$ cat src/rtl/stopwatch_ctrl_pkg.sv
// rtl/stopwatch_ctrl_pkg.sv - shared state encodings and digit width for the stopwatch
package stopwatch_ctrl_pkg;

    localparam int DIGIT_W = 24;

    typedef enum logic [1:0] {
        S_IDLE = 2'd0,
        S_RUN  = 2'd1,
        S_STOP = 2'd2,
        S_LAP  = 2'd3
    } sw_state_t;

endpackage

$ cat src/rtl/btn_debounce.sv
// rtl/btn_debounce.sv - 2-FF synchronizer, stability debouncer and rising-edge press pulse
module btn_debounce #(
    parameter int DB_LIMIT = 500000,
    parameter int DB_CNT_W = 20
) (
    input  logic clk,
    input  logic reset,
    input  logic btn,
    output logic press
);

    localparam logic [DB_CNT_W-1:0] LIMIT_M1 = DB_CNT_W'(DB_LIMIT - 1);

    logic                sync_a;
    logic                sync_b;
    logic                level;
    logic                level_d;
    logic [DB_CNT_W-1:0] cnt;

    always_ff @(posedge clk or posedge reset) begin
        if (reset) begin
            sync_a  <= 1'b0;
            sync_b  <= 1'b0;
            level   <= 1'b0;
            level_d <= 1'b0;
            cnt     <= '0;
        end else begin
            sync_a  <= btn;
            sync_b  <= sync_a;
            level_d <= level;
            // Any bounce back to the current level restarts the stability window.
            if (sync_b == level) begin
                cnt <= '0;
            end else if (cnt == LIMIT_M1) begin
                level <= sync_b;
                cnt   <= '0;
            end else begin
                cnt <= cnt + 1'b1;
            end
        end
    end

    assign press = level & ~level_d;

endmodule

$ cat src/rtl/stopwatch_ctrl.sv
// rtl/stopwatch_ctrl.sv - stopwatch control FSM with lap freeze and sticky overflow
module stopwatch_ctrl
    import stopwatch_ctrl_pkg::*;
#(
    parameter int DB_LIMIT = 500000,
    parameter int DB_CNT_W = 20
) (
    input  logic               clk,
    input  logic               reset,
    input  logic               btn_start,
    input  logic               btn_lap,
    input  logic [DIGIT_W-1:0] count_in,
    input  logic               carry_in,
    output logic               count_enable,
    output logic               count_clear,
    output logic [DIGIT_W-1:0] disp_digits,
    output logic               lap_active,
    output logic               overflow,
    output logic [1:0]         state
);

    logic               start_press;
    logic               lap_press;
    sw_state_t          cur;
    sw_state_t          nxt;
    logic               latch_req;
    logic               release_req;
    logic               clear_req;
    logic               ovf_hit;
    logic               frozen;
    logic [DIGIT_W-1:0] freeze_reg;

    btn_debounce #(.DB_LIMIT(DB_LIMIT), .DB_CNT_W(DB_CNT_W)) u_db_start (
        .clk   (clk),
        .reset (reset),
        .btn   (btn_start),
        .press (start_press)
    );

    btn_debounce #(.DB_LIMIT(DB_LIMIT), .DB_CNT_W(DB_CNT_W)) u_db_lap (
        .clk   (clk),
        .reset (reset),
        .btn   (btn_lap),
        .press (lap_press)
    );

    assign count_enable = (cur == S_RUN) || (cur == S_LAP);
    assign ovf_hit      = carry_in && count_enable;

    always_comb begin
        nxt         = cur;
        latch_req   = 1'b0;
        release_req = 1'b0;
        clear_req   = 1'b0;
        // Start is tested first in every state, so a coincident lap pulse is dropped.
        case (cur)
            S_IDLE: begin
                if (start_press) nxt = S_RUN;
            end
            S_RUN: begin
                if (start_press) begin
                    nxt = S_STOP;
                end else if (lap_press) begin
                    nxt       = S_LAP;
                    latch_req = 1'b1;
                end
            end
            S_LAP: begin
                if (start_press) begin
                    nxt = S_STOP;
                end else if (lap_press) begin
                    nxt         = S_RUN;
                    release_req = 1'b1;
                end
            end
            S_STOP: begin
                if (start_press) begin
                    nxt = frozen ? S_LAP : S_RUN;
                end else if (lap_press) begin
                    nxt         = S_IDLE;
                    release_req = 1'b1;
                    clear_req   = 1'b1;
                end
            end
            default: nxt = S_IDLE;
        endcase
        if (ovf_hit) begin
            nxt         = S_STOP;
            latch_req   = 1'b0;
            release_req = 1'b0;
            clear_req   = 1'b0;
        end
    end

    always_ff @(posedge clk or posedge reset) begin
        if (reset) begin
            cur         <= S_IDLE;
            frozen      <= 1'b0;
            freeze_reg  <= '0;
            overflow    <= 1'b0;
            count_clear <= 1'b0;
        end else begin
            cur         <= nxt;
            count_clear <= clear_req;
            if (latch_req) begin
                freeze_reg <= count_in;
                frozen     <= 1'b1;
            end else if (release_req) begin
                frozen <= 1'b0;
            end
            if (ovf_hit) begin
                overflow <= 1'b1;
            end else if (clear_req) begin
                overflow <= 1'b0;
            end
        end
    end

    assign lap_active  = frozen;
    assign disp_digits = frozen ? freeze_reg : count_in;
    assign state       = cur;

endmodule

$ cat config.mk
export PLATFORM = sky130hd
export DESIGN_NAME = stopwatch_ctrl
export DESIGN_NICKNAME = d
export VERILOG_FILES = /design/src/rtl/stopwatch_ctrl_pkg.sv /design/src/rtl/btn_debounce.sv /design/src/rtl/stopwatch_ctrl.sv
export SDC_FILE = /design/constraint.sdc
export NUM_CORES = 1
export LEC_CHECK = 0
export BUFFER_PORTS_ARGS = -buffer_cell sky130_fd_sc_hd__buf_2
export CORE_ASPECT_RATIO = 1.4
export CORE_MARGIN = 3
export CORE_UTILIZATION = 24
export CTS_BUF_LIST = sky130_fd_sc_hd__clkbuf_8
export DETAILED_ROUTE_END_ITERATION = 16
export PLACE_DENSITY = 0.49
export SYNTH_ARGS = -nofsm -noshare
export SYNTH_HDL_FRONTEND = slang
export SYNTH_SLANG_ARGS = --single-unit
$ cat constraint.sdc
create_clock -name clk -period 4 [get_ports clk]
set_input_delay 0.4 -clock clk [delete_from_list [all_inputs] [get_ports clk]]
set_output_delay 0.4 -clock clk [all_outputs]
set_load 0.005 [all_outputs]
# After elaboration in Yosys (flattened, before gate mapping)

Cells that the tools add are included.

$add $sub $neg: 2
Equal/unequal tests: 11
Muxes and demuxes: 27
Bitwise logic cells: 6
Reduce and logical (&&, ||, !) cells: 9

Operator list:

| kind                                             | number |
|---|---|
| two-way mux 20 bit                               | 4 |
| adder 20 x 1 -> 20 bit (second input constant)   | 2 |
| == test 20 x 19 -> 1 bit (second input constant) | 2 |
| two-way mux 24 bit                               | 1 |
| two-way mux 2 bit                                | 9 |
| two-way mux 1 bit                                | 12 |
| inequality test 4 bit (second input constant)    | 3 |
| case mux 2 bit (4 select lines)                  | 1 |
| == test 2 bit (second input constant)            | 2 |
| NOT 1 bit                                        | 4 |
| AND reduction 2 bit                              | 2 |
| AND reduction 4 bit                              | 1 |
| nonzero test 2 bit                               | 2 |
| inequality test 3 bit (second input constant)    | 1 |
| AND 1 bit                                        | 2 |
| == test 1 bit                                    | 2 |
| == test 2 x 1 -> 1 bit (second input constant)   | 1 |
| zero test 2 bit                                  | 1 |
| OR reduction 2 bit                               | 1 |
| logical AND 1 bit                                | 1 |
| logical OR 1 bit                                 | 1 |

Register bits after elaboration: 77
Input port bits: 29
Output and inout port bits: 30

# Longest topological paths before layout

Gate-level depths: netlist of the first run.

Depth after elaboration: 8
Gate-level depth with buffers: 6
Gate-level depth less buffers: 5

# Cells and area by module

A second synthesis of the first run with hierarchy kept.

Cells, all modules: 331
Area total of the unflattened synthesis: 3,885.0 um^2

Modules (own cells, without submodules):

| module         | instances | cells each | area an instance (um^2) |
|---|---|---|---|
| btn_debounce   | 2         | 114        | 1,186.1 |
| stopwatch_ctrl | 1         | 103        | 1,512.7 |

# Least setup slack after synthesis of the first run

Ideal clock, no wire load.

Kind: flip-flop to flip-flop
Start point: register u_db_lap.cnt[0]
End point: register u_db_lap.cnt[10]
Setup time: 0.121 ns
Arrival: 1.679 ns
Required time: 3.879 ns
Setup slack: 2.200 ns
Stages on the path, launching flop included: 7
Buffers on the path: 1
Period minus slack after synthesis: 1.800 ns
Path through: dfrtp_1 ha_1 nand3_1 or3_1 o21ai_2 buf_2 nor2_1

Word-level cells in the longest chain between the ends: 3
Elaborated cells between the ends (all ways): 4

RTL lines:

| item                                                               | RTL line                               | text |
|---|---|---|
| start, declared                                                    | btn_debounce.sv:18                     | `logic [DB_CNT_W-1:0] cnt;` |
| start signal, assigned                                             | btn_debounce.sv:38                     | `cnt <= cnt + 1'b1;` |
| adder 20 x 1 -> 20 bit or == test 20 x 19 -> 1 bit (tied branches) | btn_debounce.sv:38, btn_debounce.sv:34 |  |
| two-way mux 20 bit *                                               | btn_debounce.sv:34                     | `end else if (cnt == LIMIT_M1) begin` |
| two-way mux 20 bit *                                               | btn_debounce.sv:32                     | `if (sync_b == level) begin` |

Mark *: on every way between the ends. The rest lies on a longest branch, timed or not.
A chain may end at the register's enable or synchronous reset.

# Final worst setup path of the first run

Start point: register u_db_start.level
End point: register freeze_reg[6]

Word-level cells in the longest chain between the ends: 4

RTL lines:

| item                   | RTL line              | text |
|---|---|---|
| start, declared        | btn_debounce.sv:16    | `logic level;` |
| start signal, assigned | btn_debounce.sv:35    | `level <= sync_b;` |
| AND 1 bit              | btn_debounce.sv:43    | `assign press = level & ~level_d;` |
| two-way mux 1 bit      | n/a                   |  |
| two-way mux 1 bit      | stopwatch_ctrl.sv:56  | `case (cur)` |
| two-way mux 1 bit      | stopwatch_ctrl.sv:87  | `if (ovf_hit) begin` |
| end signal, assigned   | stopwatch_ctrl.sv:106 | `freeze_reg <= count_in;` |
| end, declared          | stopwatch_ctrl.sv:31  | `logic [DIGIT_W-1:0] freeze_reg;` |

No other way between the ends.

==> results by group, run 1 <==
Run status
  – Status: complete, no violations

GRT
  – Number of global-route vias before repair: 2729
  – Initial antenna violation count: 0
  – GRT Overall Usage: 9.30%
  – Pin count of the biggest net entering global routing: 36
  – Grt total ovfl: 0
  – First-pass GRT wire length: 13.1 mm

Layout
  – Final net count: 418
  – # diodes: 0
  – Non-Filler Instances: 583
  – Fin util: 29.0%
  – Layout area overhead: 18.2%
  – # fillers: 1581
  – Proportion of layout cells with a drive suffix above 1: 33.8%
  – Largest register FFs: 24
  – Cell area after layout: 4360 um^2

Hold path
  – HP Class: in -> async

Clock tree
  – CTS sink cnt: 77
  – CTS tree: yes
  – Post-CTS sizing: 0
  – Htree depth: 3
  – Setup bufs post-CTS: 0
  – Clock Latency Late Sink: 0.35 ns
  – CTS max path bufs: 2
  – CTS root buf: clkbuf_8
  – Inserted Clock Buffers: 9
  – Hold Buf Count CTS: 0
  – Reg clk slew, reported paths: 0.07 ns

Worst setup path
  – CP Launch Type: register
  – CP Capture Type: register
  – Worst path required time: 4.23 ns
  – CP Class: reg -> reg
  – Worst r2r src: u_db_start.level
  – Crit Path Max Fanout: 24
  – Crit path DAT: 2.66 ns
  – R2R cell count: 4
  – CP Launch Point: u_db_start.level
  – FF-to-FF setup slack: 1.57 ns
  – R2r endpoint: freeze_reg[6]

Floorplan
  – Cell Rows: 53
  – I/O pins: 59
  – Core area: 15100 um^2
  – DIE WIDTH: 111 um
  – Die Height: 153 um
  – Initial Utilization: 24.5%
  – Die area: 16900 um^2

Timing
  – Slew of the pin with the lowest slew margin: 1.16 ns
  – Max Slew Vio Count: 0
  – Setup repair after global routing missed its margin: no
  – Max frequency: 0.412 GHz
  – Max_slew headroom: 22.3%
  – Worst setup margin: 1.57 ns
  – Tcrit/Tclk final: 60.7%
  – Hold Violations, Final: 0
  – Shortest period the worst path allows: 2.43 ns
  – Final hold slack: 0.0810 ns
  – Setup-failing EPs final: 0
  – TNS Setup: 0 ns
  – Skew final: 0.00474 ns

Job
  – Maxcap violations: 0

Route
  – WL/cell: 12.6 um
  – Post-detailed-route count of antenna-violating nets: 0
  – Drt drc: 0
  – DR vias: 2608
  – Pre-antenna DRT Iters: 5
  – Total wire length: 7.37 mm
  – Via density: 4.47
  – DR iter-0 viols: 123

Placed design
  – Inst Count DP: 568
  – Port Buf Inserts: 58
  – Cell Area, Placed: 4190 um^2
  – Setup WS pre-CTS: 1.49 ns
  – Post-DP HPWL: 5.33 mm
  – Routability Congestion: 0.785

Logic synthesis
  – Post-Syn Nets: 359
  – Post-synthesis sequential area ratio: 52.2%
  – Cell variety after synth: 35
  – Ys Warns: 0
  – Mean Syn Cell Area: 11.3 um^2
  – Cells after Synth: 328
  – Yosys reg bits: 77
  – Cell area after synthesis: 3690 um^2

Pwr
  – Pwr Total: 1.41 mW
  – Max IR drop VDD: 0.138 mV
  – Pwr Density: 322 nW/um^2
  – Leakage power total: 1.92 nW
-- layer usage --
| layer | global-route usage (%) | vias to the layer above | share of wire, % |
|---|---|---|---|
| met4 | 4.75 | 0 | 2.3 |
| met5 | 0 | - | 0 |
| met3 | 2.26 | 11 | 4.5 |
| li1 | - | 1278 | - |
| met2 | 15.1 | 59 | 48 |
| met1 | 11.4 | 1260 | 45 |
-- final cells by class --
class	instances	area [um^2]	area share, %
multi-input combinational	228	1670	38.2
timing repair buffer	61	313	7.17
clock buffer	12	165	3.78
clock inverter	3	12.5	0.287
sequential	77	1930	44.2
inverter	10	37.5	0.860
tap	192	240	5.50
-- synth_stat cells (all sizes together) --
| cell | number | area (um^2) |
|---|---|---|
| a21oi | 6 | 30.0 |
| nor4b | 2 | 17.5 |
| nand4 | 15 | 124 |
| nor4 | 11 | 68.8 |
| nand3b | 1 | 7.51 |
| nor3 | 9 | 45.0 |
| o21ai | 9 | 48.8 |
| or3b | 1 | 8.76 |
| xor2 | 8 | 70.1 |
| and3 | 1 | 6.26 |
| o41ai | 2 | 17.5 |
| buf | 8 | 45.0 |
| inv | 10 | 37.5 |
| or3 | 8 | 50.1 |
| nor2b | 1 | 6.26 |
| nor2 | 42 | 158 |
| a22o | 3 | 26.3 |
| o2bb2ai | 1 | 8.76 |
| mux2 | 50 | 563 |
| xnor2 | 24 | 210 |
| ha | 2 | 25.0 |
| or4 | 3 | 30.0 |
| nand3 | 15 | 80.1 |
| dfrtp | 77 | 1930 |
| nand2 | 11 | 41.3 |
| clkbuf | 5 | 20.0 |
| and2 | 1 | 6.26 |
| nand2b | 2 | 12.5 |
-- cells by family after synthesis --
group,share of synthesized area [%]
AND/OR/NAND/NOR,17.9
adder cells (fa/ha/maj),0.678
XOR/XNOR,7.59
multiplexers,15.3
buffers and inverters,2.78
AO/OA/AOI/OAI,3.56
flip-flops,52.2
-- worst max-delay path by stage --
stage	end	depth (start not counted)
finish	freeze_reg[6]	4
global route	freeze_reg[7]	4
CTS	freeze_reg[6]	4
detailed placement	freeze_reg[3]	4
global placement	freeze_reg[11]	4
floorplan	count_clear	1
-- report_power, final --
| group | internal (mW) | switching [mW] | leakage, nW |
|---|---|---|---|
| sequential | 0.786 | 0.00805 | 1.05 |
| combinational | 0.0356 | 0.0432 | 0.771 |
| clock | 0.267 | 0.265 | 0.101 |
-- layout by cell type, fill, tap and decap left out, types with 3 or more instances in the layout --
cell type and n:
buf_2 58, a22o_1 3, nand3_1 14, dfrtp_1 77
nand4_1 13, inv_1 11, nor2_1 42, clkbuf_8 12
a21oi_1 6, buf_4 3, or3_1 8, xnor2_1 24
o21ai_0 8, mux2_2 50, nand2_1 11, nor3_1 9
xor2_1 8, nor4_1 11
-- critical path: stages (launching register included) --
cell,delay [ns]
dfrtp_1,0.42
nor2b_1,0.16
nor2_1,0.25
nand3_1,0.87
mux2_2,0.60
No activity file was read; power rests on OpenSTA's default activity.
==> run 2: changes to the inputs <==
--- a/config.mk
+++ b/config.mk
@@ -11,7 +11,7 @@
 export CORE_UTILIZATION = 24
 export CTS_BUF_LIST = sky130_fd_sc_hd__clkbuf_8
 export DETAILED_ROUTE_END_ITERATION = 16
-export PLACE_DENSITY = 0.49
+export PLACE_DENSITY = 0.51
 export SYNTH_ARGS = -nofsm -noshare
 export SYNTH_HDL_FRONTEND = slang
 export SYNTH_SLANG_ARGS = --single-unit
==> constraint.sdc (replaced) <==
create_clock -name clk -period 2.1 [get_ports clk]
set_input_delay 0.21 -clock clk [delete_from_list [all_inputs] [get_ports clk]]
set_output_delay 0.21 -clock clk [all_outputs]
set_load 0.005 [all_outputs]
==> run 2 against run 1 <==
Clock power rose to 2.6 times the previous value. Maximum frequency is 25% higher. Global-route usage shrank 0.054 points. Worst hold slack better by 0.012 ns. Total power up 120%. Sequential cell count stayed put. Via count grew 3.4%.
==> results by group, run 2 (synthesis results as in run 1) <==
Run status
  – Status: complete, no violations

Floorplan
  – DIE WIDTH: 111 um (unchanged)
  – Cell Rows: 53 (unchanged)
  – I/O pins: 59 (unchanged)
  – Core area: 15100 um^2 (unchanged)
  – Die area: 16900 um^2 (unchanged)
  – Initial Utilization: 24.5% (unchanged)
  – Die Height: 153 um (unchanged)

Pwr
  – Max IR drop VDD: 0.315 mV (+130%)
  – Leakage power total: 1.99 nW (+3.2%)
  – Share of power burned in registers: 49.8% (-6.7 points)
  – Power Internal: 2.37 mW (+120%)
  – Sw Share: 21.9% (-0.63 points)
  – Sw power: 0.663 mW (+110%)
  – Clock Power Share: 44.9% (+7.0 points)
  – Gate power share: 5.3% (-0.3 points)
  – Pwr Density: 670 nW/um^2 (+110%)
  – Pwr Total: 3.03 mW (+120%)

Timing
  – Tcrit/Tclk final: 92.8% (+32 points)
  – TNS Setup: 0 ns (unchanged)
  – Max frequency: 0.513 GHz (+25%)
  – Setup repair after global routing missed its margin: no
  – Max_slew headroom: 61.0% (+39 points)
  – Skew final: 0.0115 ns (+0.00680 ns)
  – Worst setup margin: 0.151 ns (-1.42 ns)
  – Hold Violations, Final: 0 (unchanged)
  – Max Slew Vio Count: 0 (unchanged)
  – Slew of the pin with the lowest slew margin: 0.584 ns (-0.579 ns)
  – Shortest period the worst path allows: 1.95 ns (-0.478 ns)
  – Setup-failing EPs final: 0 (unchanged)

Job
  – Maxcap violations: 0 (unchanged)

GRT
  – Met3 Usage GRT: 2.03% (-0.24 points)
  – Number of global-route vias before repair: 2838 (+4.0%)
  – M2 GR Usage: 16.3% (+1.2 points)
  – Busiest grt layer: met2
  – First-pass GRT wire length: 13.0 mm (-1.0%)
  – Grt total ovfl: 0 (unchanged)
  – Pin count of the biggest net entering global routing: 29 (-19%)
  – Initial antenna violation count: 0 (unchanged)
  – GRT Overall Usage: 9.25% (-0.054 points)
  – GRT met1 Usage: 10.2% (-1.2 points)

Clock tree
  – CTS tree: yes
  – Clock Latency Late Sink: 0.35 ns (about the same)
  – CTS sink cnt: 77 (unchanged)
  – Htree depth: 3 (unchanged)
  – CTS root buf: clkbuf_8
  – Setup bufs post-CTS: 0 (unchanged)
  – Inserted Clock Buffers: 9 (unchanged)
  – Reg clk slew, reported paths: 0.09 ns (+0.02 ns)
  – CTS max path bufs: 2 (unchanged)
  – Post-CTS sizing: 0 (unchanged)

Route
  – Total wire length: 7.56 mm (+2.6%)
  – WL/cell: 12.7 um (+0.55%)
  – DR iter-0 viols: 110 (-11%)
  – Via density: 4.53 (+1.3%)
  – Post-detailed-route count of antenna-violating nets: 0 (unchanged)
  – Pre-antenna DRT Iters: 4 (-1)
  – DR vias: 2697 (+3.4%)
  – Drt drc: 0 (unchanged)

Layout
  – Most frequent cells in the layout: dfrtp_1 (77), buf_2 (58), mux2_2 (50)
  – Largest register FFs: 24 (unchanged)
  – Layout area overhead: 22.6%
  – Final net count: 429 (+2.6%)
  – Proportion of layout cells with a drive suffix above 1: 35.5% (+1.7 points)
  – # fillers: 1524 (-3.6%)
  – Commonest non-fill, non-tap cell in the layout: dfrtp_1
  – # diodes: 0 (unchanged)

Placed design
  – Setup WS pre-CTS: 0.188 ns (-1.30 ns)
  – Port Buf Inserts: 58 (unchanged)
  – Routability Congestion: 0.790 (+0.53%)
  – Post-DP HPWL: 5.64 mm (+5.9%)

Worst setup path
  – Critical path's largest stage delay: 0.57 ns (-0.30 ns)
  – Worst path required time: 2.39 ns (-1.84 ns)
  – Crit Path Max Fanout: 6 (-75%)
  – Slowest stage cell, crit path: or4_1
  – CP Capture Type: register
  – Critical path's top delay family: simple AND/OR/NAND/NOR gates
  – CP Class: reg -> reg
  – Critical path buffers and inverters: 0 (unchanged)
  – CP Launch Type: register
  – Crit path DAT: 2.24 ns (-0.42 ns)
  – Crit path cell chain: ha_1 > nand3_1 > or4_1 > or3_1 > a21oi_1

Hold path
  – HP Class: in -> reg
## run 2: cell types whose count changed in the layout (fill, tap and decap cells not counted), moves of 2 or more
| cell | delta |
|---|---|
| dlygate4sd3_1 | +3 |
| inv_1 | -2 |
| bufinv_16 | +3 |
| clkinvlp_4 | +3 |
| buf_4 | +8 |
| clkbuf_8 | -3 |
## run 2: path summary, 6_finish.rpt
check | start | to | slack, ns | cells past startpoint
worst max-delay path | u_db_lap.cnt[0] | u_db_lap.cnt[18] | 0.15 | 5
worst min-delay path | count_in[19] | freeze_reg[19] | 0.09 | 2
worst max register to register | u_db_lap.cnt[0] | u_db_lap.cnt[18] | 0.15 | 5
worst min register to register | u_db_start.sync_a | u_db_start.sync_b | 0.35 | 0
min in group asynchronous | reset | u_db_start.sync_a | 0.47 | 3
max in group asynchronous | reset | freeze_reg[14] | 1.04 | 4
## run 2: power groups by stage
stage | Sequential [mW] | Clock (mW) | Combinational (mW)
3_5_place_dp | 1.54 | 0 | 0.161
3_3_place_gp | 1.54 | 0 | 0.159
4_1_cts | 1.51 | 1.42 | 0.166
2_1_floorplan | 1.54 | 0 | 0.0820
6_report | 1.51 | 1.36 | 0.159
5_1_grt | 1.51 | 1.50 | 0.182
## run 2: through the flow
| step | instance area (um^2) | hold slack, ns | cells | utilization (%) |
|---|---|---|---|---|
| after floorplan | 3690 | 0.241 | 328 | - |
| after detailed placement | 4250 | 0.315 | 576 | 28.2 |
| after global placement | 4250 | 0.317 | 576 | 28.2 |
| after global routing | 4530 | 0.0778 | 595 | 30.1 |
| after CTS | 4530 | 0.0658 | 595 | 30.1 |
| final | 4530 | 0.0928 | 595 | 30.1 |
## run 2: what timing repair did
item	in CTS	in global routing
endpoints found under the hold margin	26	0
setup endpoints to repair	0	0
hold buffers	3	0
## run 2: layout make-up
cell class	instances	area, um^2	share of cell area (%)
inverter	10	41.3	0.912
timing repair buffer	72	403	8.90
multi-input combinational	228	1670	36.9
tap	192	240	5.31
sequential	77	1930	42.6
clock buffer	9	124	2.74
clock inverter	7	123	2.71
## run 2: metal layers
layer | routed length, um | vias to the layer above
li1 | - | 1293
met1 | 3090 | 1315
met2 | 3910 | 80
met3 | 397 | 9
met4 | 153 | 0
met5 | 0 | -
==> run 3: changes to the inputs <==
--- a/config.mk
+++ b/config.mk
@@ -8,10 +8,10 @@
 export BUFFER_PORTS_ARGS = -buffer_cell sky130_fd_sc_hd__buf_2
 export CORE_ASPECT_RATIO = 1.4
 export CORE_MARGIN = 3
-export CORE_UTILIZATION = 24
+export CORE_UTILIZATION = 50
 export CTS_BUF_LIST = sky130_fd_sc_hd__clkbuf_8
 export DETAILED_ROUTE_END_ITERATION = 16
-export PLACE_DENSITY = 0.51
+export PLACE_DENSITY = 0.84
 export SYNTH_ARGS = -nofsm -noshare
 export SYNTH_HDL_FRONTEND = slang
 export SYNTH_SLANG_ARGS = --single-unit
==> constraint.sdc (replaced) <==
create_clock -name clk -period 1.77 [get_ports clk]
set_input_delay 0.177 -clock clk [delete_from_list [all_inputs] [get_ports clk]]
set_output_delay 0.177 -clock clk [all_outputs]
set_load 0.005 [all_outputs]
==> run 3 against run 2 <==
The run now ends with negative setup slack left. Sequential share of layout area fell by 1.2 points. Sequential cell count did not move. Count of clock-buffer cells in the layout did not move. Clock power barely moved. Combinational power rose by 35%. Clock skew rose by 0.0045 ns. Register-to-register slack got worse by 0.17 ns. Core utilization rose by 36 points. Maximum frequency rose by 8.9%. Critical path depth did not move. Non-clock buffer count rose by 19. Critical endpoint is now u_db_start.level.
==> results by group, run 3 (synthesis results as in run 1) <==
GRT
  – Pin count of the biggest net entering global routing: 78 (+170%)
  – GRT Overall Usage: 18.4% (+9.2 points)
  – Grt total ovfl: 0 (unchanged)
  – Initial antenna violation count: 0 (unchanged)
  – Number of global-route vias before repair: 2754 (-3.0%)
  – First-pass GRT wire length: 12.3 mm (-5.1%)

Floorplan
  – Initial Utilization: 52.2% (+28 points)
  – Cell Rows: 36 (-32%)
  – Die Height: 108 um (-30%)
  – Die area: 8460 um^2 (-50%)
  – Core area: 7070 um^2 (-53%)
  – I/O pins: 59 (unchanged)
  – DIE WIDTH: 78.6 um (-29%)

Worst setup path
  – Critical path buffers and inverters: 1 (+1)
  – Crit path cell chain: nor4_4 > nand4_1 > buf_4 > nor4_4 > mux2_4
  – Worst path required time: 2.00 ns (-0.39 ns)
  – CP Class: reg -> reg
  – FF-to-FF setup slack: -0.02 ns (-0.17 ns)
  – R2R cell count: 5 (unchanged)
  – CP Launch Point: u_db_start.cnt[6]
  – CP Launch Type: register
  – Crit path DAT: 2.02 ns (-0.22 ns)
  – Slowest stage cell, crit path: dfrtp_2
  – Crit Path Max Fanout: 5 (-1)
  – Most used cell, CP: nor4_4
  – R2r endpoint: u_db_start.level
  – Critical path's top delay family: simple AND/OR/NAND/NOR gates
  – Worst r2r src: u_db_start.cnt[6]
  – Critical path's largest stage delay: 0.47 ns (-0.10 ns)
  – WP depth: 5 (unchanged)
  – CP Capture Point: u_db_start.level
  – CP Capture Type: register

Timing
  – Slew of the pin with the lowest slew margin: 0.486 ns (-0.0973 ns)
  – Worst setup margin: -0.0190 ns (-0.170 ns)
  – Max frequency: 0.559 GHz (+8.9%)
  – Skew final: 0.0161 ns (+0.00453 ns)
  – TNS Setup: -0.0205 ns (-0.0205 ns)
  – Hold Violations, Final: 0 (unchanged)
  – Final hold slack: 0.0598 ns (-0.0330 ns)
  – Shortest period the worst path allows: 1.79 ns (-0.160 ns)
  – Max Slew Vio Count: 0 (unchanged)
  – Setup repair after global routing missed its margin: yes
  – Setup-failing EPs final: 3 (+3)
  – Max_slew headroom: 67.3% (+6.3 points)
  – Tcrit/Tclk final: 101% (+8.3 points)

Placed design
  – Post-DP HPWL: 5.11 mm (-9.5%)
  – Routability Congestion: 0.908 (+15%)
  – Inst Count DP: 489 (-15%)
  – Port Buf Inserts: 58 (unchanged)

Pwr
  – Pwr Density: 717 nW/um^2 (+7.2%)
  – Leakage power total: 2.09 nW (+5.4%)
  – Max IR drop VDD: 0.624 mV (+98%)
  – Pwr Total: 3.36 mW (+11%)

Clock tree
  – CTS root buf: clkbuf_8
  – CTS max path bufs: 2 (unchanged)
  – Reg clk slew, reported paths: 0.10 ns (about the same)
  – Inserted Clock Buffers: 9 (unchanged)
  – Htree depth: 3 (unchanged)
  – CTS tree: yes
  – Clock Latency Late Sink: 0.35 ns (about the same)
  – CTS sink cnt: 77 (unchanged)

Route
  – DR iter-0 viols: 174 (+58%)
  – WL/cell: 15.0 um (+18%)
  – Pre-antenna DRT Iters: 4 (unchanged)
  – Via density: 5.51 (+21%)
  – Post-detailed-route count of antenna-violating nets: 0 (unchanged)
  – Total wire length: 7.75 mm (+2.5%)
  – DR vias: 2847 (+5.6%)
  – Drt drc: 0 (unchanged)

Layout
  – Proportion of layout cells with a drive suffix above 1: 44.3% (+8.8 points)
  – Area of the multi-input gates: 1790 um^2 (+7.0%)
  – Sequential Area: 1940 um^2 (+0.58%)
  – Final net count: 448 (+4.4%)
  – Commonest non-fill, non-tap cell in the layout: dfrtp_1
  – # diodes: 0 (unchanged)
  – # fillers: 518 (-66%)
  – Non-Filler Instances: 517 (-13%)
  – Layout area overhead: 27.0%
  – Largest register FFs: 24 (unchanged)
  – Most frequent cells in the layout: dfrtp_1 (68), buf_2 (58), mux2_2 (49)

Run status
  – Failing checks: negative setup slack
  – Status: complete, but fails checks

Hold path
  – HP Class: in -> reg

Job
  – Maxcap violations: 0 (unchanged)
run 3: timing repair:
item                                    4_1_cts  5_1_grt
hold buffers                                  3        0
hold endpoints to repair                     79        0
setup buffers                                 0        8
pin swaps                                     1        9
gates resized for setup                       0       34
endpoints found under the setup margin        1       25
cloned                                        0        1
run 3: power breakdown:
group          internal [mW]  total, mW  switching (mW)
sequential              1.78       1.79          0.0173
clock                  0.668       1.36           0.690
combinational          0.106      0.214           0.108
run 3: area by class of cell:
type / instances / share of cell area, %
inverter: 10 / 0.881
tap: 95 / 2.54
clock inverter: 7 / 1.71
timing repair buffer: 91 / 12.8
clock buffer: 9 / 2.64
multi-input combinational: 228 / 38.1
sequential: 77 / 41.3
run 3: layer usage:
metal	up-vias	share of wire [%]	global-route usage [%]
met5	-	0	0
met2	86	54	32.9
li1	1342	-	-
met3	10	4.3	4.27
met1	1409	40	21.6
met4	0	1.6	6.38
run 3: per-stage QoR:
step           utilization, %  setup WS [ns]  area (um^2)
6_report                 66.3        -0.0190         4690
3_3_place_gp             60.3         0.0684         4260
4_1_cts                  63.6       0.000327         4500
3_5_place_dp             60.3        0.00612         4260
2_1_floorplan               -        0.00704         3700
5_1_grt                  66.3        -0.0735         4690
run 3: worst min-delay path by stage:
stage	start	to	slack, ns	cells past startpoint
after floorplan	btn_lap	u_db_lap.sync_a	0.21	0
after global placement	btn_lap	u_db_lap.sync_a	0.29	1
after detailed placement	btn_lap	u_db_lap.sync_a	0.29	1
after CTS	count_in[1]	freeze_reg[1]	0.05	2
after global routing	count_in[5]	freeze_reg[5]	0.05	2
final	count_in[1]	freeze_reg[1]	0.06	2
